## src/rtl/sync_count_pkg.sv

```systemverilog
// Shared lock-state encoding and default 640x480 frame geometry for the sync counter stage.
package sync_count_pkg;

    typedef enum logic [1:0] {
        SEARCH = 2'd0,
        CHECK  = 2'd1,
        LOCKED = 2'd2
    } lock_state_t;

    localparam int DEF_TOTAL_COLS  = 800;
    localparam int DEF_TOTAL_ROWS  = 525;
    localparam int DEF_ACTIVE_COLS = 640;
    localparam int DEF_ACTIVE_ROWS = 480;
    localparam int DEF_COL_W       = 10;
    localparam int DEF_ROW_W       = 10;

endpackage

```

## src/rtl/sync_lock_fsm.sv

```systemverilog
// Frame-lock tracker: grades each frame start and declares lock after LOCK_FRAMES good frames.
// Outputs registered, updated on the same edge as the counter reload; no backpressure.
module sync_lock_fsm
    import sync_count_pkg::*;
#(
    parameter int LOCK_FRAMES = 2
) (
    input  logic clk,
    input  logic rst,
    input  logic frame_start,
    input  logic good,
    input  logic missed,
    output logic o_Locked,
    output logic o_Frame_Err
);

    localparam int CNT_W = $clog2(LOCK_FRAMES + 1);

    lock_state_t      state;
    logic [CNT_W-1:0] good_cnt;
    logic [CNT_W-1:0] cnt_inc;

    // Saturating so a long run of good frames never wraps the count.
    assign cnt_inc = (good_cnt == CNT_W'(LOCK_FRAMES)) ? good_cnt : good_cnt + 1'b1;

    always_ff @(posedge clk) begin
        if (rst) begin
            state       <= SEARCH;
            good_cnt    <= '0;
            o_Locked    <= 1'b0;
            o_Frame_Err <= 1'b0;
        end else begin
            o_Frame_Err <= 1'b0;
            case (state)
                SEARCH: begin
                    if (frame_start) begin
                        state    <= CHECK;
                        good_cnt <= '0;
                    end
                end
                CHECK: begin
                    if (frame_start && good) begin
                        good_cnt <= cnt_inc;
                        if (cnt_inc == CNT_W'(LOCK_FRAMES)) begin
                            state    <= LOCKED;
                            o_Locked <= 1'b1;
                        end
                    end else if (frame_start) begin
                        good_cnt    <= '0;
                        o_Frame_Err <= 1'b1;
                    end else if (missed) begin
                        state       <= SEARCH;
                        o_Frame_Err <= 1'b1;
                    end
                end
                LOCKED: begin
                    if (frame_start && !good) begin
                        state       <= CHECK;
                        good_cnt    <= '0;
                        o_Frame_Err <= 1'b1;
                        o_Locked    <= 1'b0;
                    end else if (missed) begin
                        state       <= SEARCH;
                        o_Frame_Err <= 1'b1;
                        o_Locked    <= 1'b0;
                    end
                end
                default: begin
                    state    <= SEARCH;
                    o_Locked <= 1'b0;
                end
            endcase
        end
    end

endmodule

```

## src/rtl/sync_count_lock.sv

```systemverilog
// Registers HSync/VSync, runs col/row counters realigned on the VSync edge, reports frame lock.
// Latency 1 clock, no backpressure; SYNC_COUNT_ACTIVE_EN adds a registered o_Active_Video.
module sync_count_lock
    import sync_count_pkg::*;
#(
    parameter int TOTAL_COLS       = DEF_TOTAL_COLS,
    parameter int TOTAL_ROWS       = DEF_TOTAL_ROWS,
    parameter int ACTIVE_COLS      = DEF_ACTIVE_COLS,
    parameter int ACTIVE_ROWS      = DEF_ACTIVE_ROWS,
    parameter int COL_W            = DEF_COL_W,
    parameter int ROW_W            = DEF_ROW_W,
    parameter int SYNC_ACTIVE_HIGH = 1,
    parameter int LOCK_FRAMES      = 2
) (
    input  logic             i_Clk,
    input  logic             i_Rst,
    input  logic             i_HSync,
    input  logic             i_VSync,
    output logic             o_HSync,
    output logic             o_VSync,
    output logic [COL_W-1:0] o_Col_Count,
    output logic [ROW_W-1:0] o_Row_Count,
    output logic             o_Frame_Start,
    output logic             o_Frame_Err,
    output logic             o_Locked
`ifdef SYNC_COUNT_ACTIVE_EN
    ,
    output logic             o_Active_Video
`endif
);

    logic             v_act_in;
    logic             v_act_reg;
    logic             frame_start;
    logic             col_last;
    logic             row_last;
    logic             wrap;
    logic [COL_W-1:0] col_nxt;
    logic [ROW_W-1:0] row_nxt;

    assign v_act_in    = (SYNC_ACTIVE_HIGH != 0) ? i_VSync : ~i_VSync;
    assign v_act_reg   = (SYNC_ACTIVE_HIGH != 0) ? o_VSync : ~o_VSync;
    assign frame_start = v_act_in & ~v_act_reg;
    assign col_last    = (o_Col_Count == COL_W'(TOTAL_COLS - 1));
    assign row_last    = (o_Row_Count == ROW_W'(TOTAL_ROWS - 1));
    assign wrap        = col_last & row_last;

    always_comb begin
        col_nxt = o_Col_Count + 1'b1;
        row_nxt = o_Row_Count;
        if (frame_start) begin
            col_nxt = '0;
            row_nxt = '0;
        end else if (col_last) begin
            col_nxt = '0;
            row_nxt = row_last ? '0 : o_Row_Count + 1'b1;
        end
    end

    always_ff @(posedge i_Clk) begin
        if (i_Rst) begin
            o_HSync       <= 1'b0;
            o_VSync       <= 1'b0;
            o_Col_Count   <= '0;
            o_Row_Count   <= '0;
            o_Frame_Start <= 1'b0;
        end else begin
            o_HSync       <= i_HSync;
            o_VSync       <= i_VSync;
            o_Col_Count   <= col_nxt;
            o_Row_Count   <= row_nxt;
            o_Frame_Start <= frame_start;
        end
    end

`ifdef SYNC_COUNT_ACTIVE_EN
    // Based on next-state counts so the flag lines up with the registered counters.
    always_ff @(posedge i_Clk) begin
        if (i_Rst) begin
            o_Active_Video <= 1'b0;
        end else begin
            o_Active_Video <= (int'(col_nxt) < ACTIVE_COLS) && (int'(row_nxt) < ACTIVE_ROWS);
        end
    end
`else
    logic unused_active_geom;
    assign unused_active_geom = ^{ACTIVE_COLS, ACTIVE_ROWS};
`endif

    sync_lock_fsm #(
        .LOCK_FRAMES (LOCK_FRAMES)
    ) u_lock_fsm (
        .clk         (i_Clk),
        .rst         (i_Rst),
        .frame_start (frame_start),
        .good        (frame_start & wrap),
        .missed      (wrap & ~frame_start),
        .o_Locked    (o_Locked),
        .o_Frame_Err (o_Frame_Err)
    );

endmodule
```

## config.mk

```make
export PLATFORM = sky130hd
export DESIGN_NAME = sync_count_lock
export DESIGN_NICKNAME = d
export VERILOG_FILES = /design/src/rtl/sync_count_pkg.sv /design/src/rtl/sync_lock_fsm.sv /design/src/rtl/sync_count_lock.sv
export SDC_FILE = /design/constraint.sdc
export NUM_CORES = 1
export LEC_CHECK = 0
export ABC_AREA = 1
export BUFFER_PORTS_ARGS = -buffer_cell sky130_fd_sc_hd__buf_2
export CAP_MARGIN = 20
export CORE_MARGIN = 1.5
export CORE_UTILIZATION = 62
export CTS_BUF_LIST = sky130_fd_sc_hd__clkbuf_4
export DETAILED_ROUTE_END_ITERATION = 7
export GPL_ROUTABILITY_DRIVEN = 0
export PLACE_DENSITY = 0.87
export SYNTH_ARGS = -nofsm -noshare
export SYNTH_HDL_FRONTEND = slang
export SYNTH_HIERARCHICAL = 1
export SYNTH_SLANG_ARGS = --single-unit
```

## constraint.sdc

```tcl
create_clock -name i_Clk -period 4.7 [get_ports i_Clk]
set_input_delay 0.94 -clock i_Clk [delete_from_list [all_inputs] [get_ports i_Clk]]
set_output_delay 0.94 -clock i_Clk [all_outputs]
set_load 0.01 [all_outputs]
```

==> flow_summary.yaml <==
outcome:
  status: "finished, final reports clean"
power_and_ir_drop:
  pwr-share-comb: 0.084
  clockPowerShare: 0.412
  p_int_mw: 0.382
  seqPwrFrac: 0.504
  power.leakage_nw: 0.892
  p_sw_mw: 0.123
  ir_drop_uv: 394
  swShare: 0.243
  powerDensity_mw_per_mm2: 261
floorplanning:
  io-pin-count: 29
  core_mm2: 0.00252
  dieArea_mm2: 0.00302
  initial_core_util: 0.664
  fp-row-count: 18
  die_w_um: 55.0
  die_y_um: 55.0
global_route:
  grt_max_degree: 11
  overflow: 0
  grt_use_total: 0.244
  grt_pass1_wl_mm: 5.29
  antenna_found_initial: 0
  grt_pass1_vias: 1324
critical_path:
  critical_path.endpoint_type: "register"
  reg2reg_from: "o_Col_Count[0]"
  arrival_ps: 2430
  startpoint: "i_VSync"
  worstSetupPathType: "in -> reg"
  worst_ep_required_time_ps: 4970
  critPathLaunchType: "input port"
  cpMostUsedCell: "nor2_1"
  slowest_stage: "nor2_1"
  crit_chain: "buf_2 -> inv_1 -> nor2_1 -> inv_1 -> nor2_1 -> nand2_1 -> nor2_1 -> a21oi_1 -> nor2_1 -> nor2_1 -> nor2_1"
  critPathMaxStageDelay_ps: 450
  path_max_fanout: 10
clock_network:
  cts_hold_buffers: 0
  cts_setup_buffers: 0
  numCtsBuffers: 5
  clk_latency_ps: 330
  root_buffer: "clkbuf_4"
  clkTransAtPathRegs_ps: 90
  clk_path_buf_depth: 2
  clock-sinks: 29
  cts_resized: 0
  cts_max_level: 2
  cts_tree: "done"
cells_and_area:
  nets: 297
  drive_above_1_share: 0.192
  area_growth_pct: 15.3
  finalNonFillerCells: 316
  num_antenna_cells: 0
timing:
  slew_headroom: 0.603
  slew_violations: 0
  fin_tns_setup_ps: 0
  fin_crit_sh: 0.460
  setup_viol_count_final: 0
  worst_pin_slew_ps: 593
  fin_ws_ps: 2540
  rsz0062_at_grt: "false"
  layout_min_cycle_time_ps: 2160
  finalHoldViolCount: 0
  skew_ps: 13.6
  max_clock_freq_ghz: 0.463
logic_synthesis:
  synth-seq-area-share: 0.347
  async_flop_share: 0
  synth_edf_count: 0
  ys_seq_elements: 29
  synth_nets: 262
  synthFlopType: "dfxtp_1"
  synth.top_cell.area_share: 0.347
  yosysTopAreaCell: "dfxtp_1"
  synth.most_common_cell: "nand2_1"
  syn-instance-count: 250
  synth.area.top_cells: "dfxtp_1 (35%), nand2_1 (12%), nor2_1 (10%), inv_1 (9.2%), ha_1 (6.0%)"
  ys_types: 23
  yosysWarnings: 6
  synth_commonest_cells: "nand2_1 (53), nor2_1 (46), inv_1 (41), dfxtp_1 (29), nand3_1 (17)"
  postSynthAreaPerCell_um2: 6.70
  synth_area_mm2: 0.00167
placement:
  port_buffers: 28
  dp_hpwl_mm: 2.44
  place_inst: 308
  place_ws_ps: 2230
route:
  drc: 0
  vias: 1612
  routed_wl_mm: 3.31
  drt_iter0_drc: 33
  ant_nets: 0
  viasPerCell: 5.10
  wl_per_cell_um: 10.5
  dr.pass1.iters: 4
worst_hold_path:
  hp-start: "u_lock_fsm/o_Locked"
  hold_path_class: "reg -> reg"
flow_run:
  drv_cap: 0
==> per-stage QoR <==
step	cell area, um2	hold WS (ps)	util	total power, mW
after floorplan	1670	477	-	0.289
after global placement	1850	447	0.734	0.301
after detailed placement	1850	449	0.734	0.301
after CTS	1930	462	0.765	0.505
after global routing	1930	499	0.765	0.524
final	1930	459	0.765	0.505
==> cell usage in the layout (no fill, tap or decap) <==
cell / count
nor3b_1: 1
nand3_4: 1
nand3_1: 17
xnor2_1: 2
inv_1: 41
a21oi_1: 11
buf_2: 28
nand4_1: 7
clkinv_1: 1
o21ai_0: 3
dfxtp_1: 29
nor2_2: 4
bufinv_16: 1
nor2_8: 1
nor3_1: 5
nand2_1: 53
nor2_4: 3
a21oi_2: 1
xor2_1: 4
nand3_2: 1
inv_2: 1
nand2_2: 6
clkbuf_4: 6
o21ai_1: 3
ha_1: 8
or2_2: 2
nor2_1: 46
==> power groups by stage <==
stage,combinational [mW],clock [mW],sequential (mW)
after CTS,0.0420,0.209,0.254
after global placement,0.0405,0,0.260
after floorplan,0.0279,0,0.261
after global routing,0.0472,0.221,0.255
final,0.0424,0.208,0.254
after detailed placement,0.0409,0,0.260
==> path summary, 6_finish.rpt <==
kind / end / slack [ps] / depth (start not counted)
worst min-delay path: u_lock_fsm/o_Locked / 460 / 2
worst min register to register: u_lock_fsm/o_Locked / 460 / 2
worst max register to register: u_lock_fsm/good_cnt[0] / 2610 / 13
worst max-delay path: u_lock_fsm/good_cnt[0] / 2540 / 11
==> layer usage <==
metal / GRT usage / wire, um / vias to the layer above / part of all wire
met5: 0 / 0 / - / 0
met2: 0.405 / 1570 / 48 / 0.47
met3: 0.0806 / 203 / 2 / 0.061
li1: - / - / 851 / -
met1: 0.293 / 1520 / 711 / 0.46
met4: 0.0935 / 18 / 0 / 0.0054
==> layout make-up <==
cell class              instances  area, um2
clock buffers                   6       45.0
multi-input cells             179        936
clock inverters                 2       33.8
well taps                      30       37.5
fillers                       202        592
repair buffers                 28        140
inverters                      42        158
flip-flops and latches         29        581
==> worst max-delay path, delay by kind of cell <==
| family | cells | cell delay, ps |
|---|---|---|
| AO/OA/AOI/OAI | 1 | 80 |
| buffers and inverters | 3 | 230 |
| AND/OR/NAND/NOR | 7 | 1180 |
==> cells by family after synthesis <==
family                   after synthesis  synth area share
XOR/XNOR                               6            0.0314
buffers and inverters                 42            0.0942
AO/OA/AOI/OAI                         18            0.0560
flip-flops                            29             0.347
AND/OR/NAND/NOR                      147             0.412
adder cells (fa/ha/maj)                8            0.0598
==> flip-flops by register name, indices dropped and copies added (netlist names) <==
name,count
o_Row_Count,10
o_VSync,1
o_Col_Count,10
u_lock_fsm/o_Locked,1
u_lock_fsm/state,2
o_HSync,1
u_lock_fsm/o_Frame_Err,1
o_Frame_Start,1
u_lock_fsm/good_cnt,2
Power figures use the tool's default switching activity.
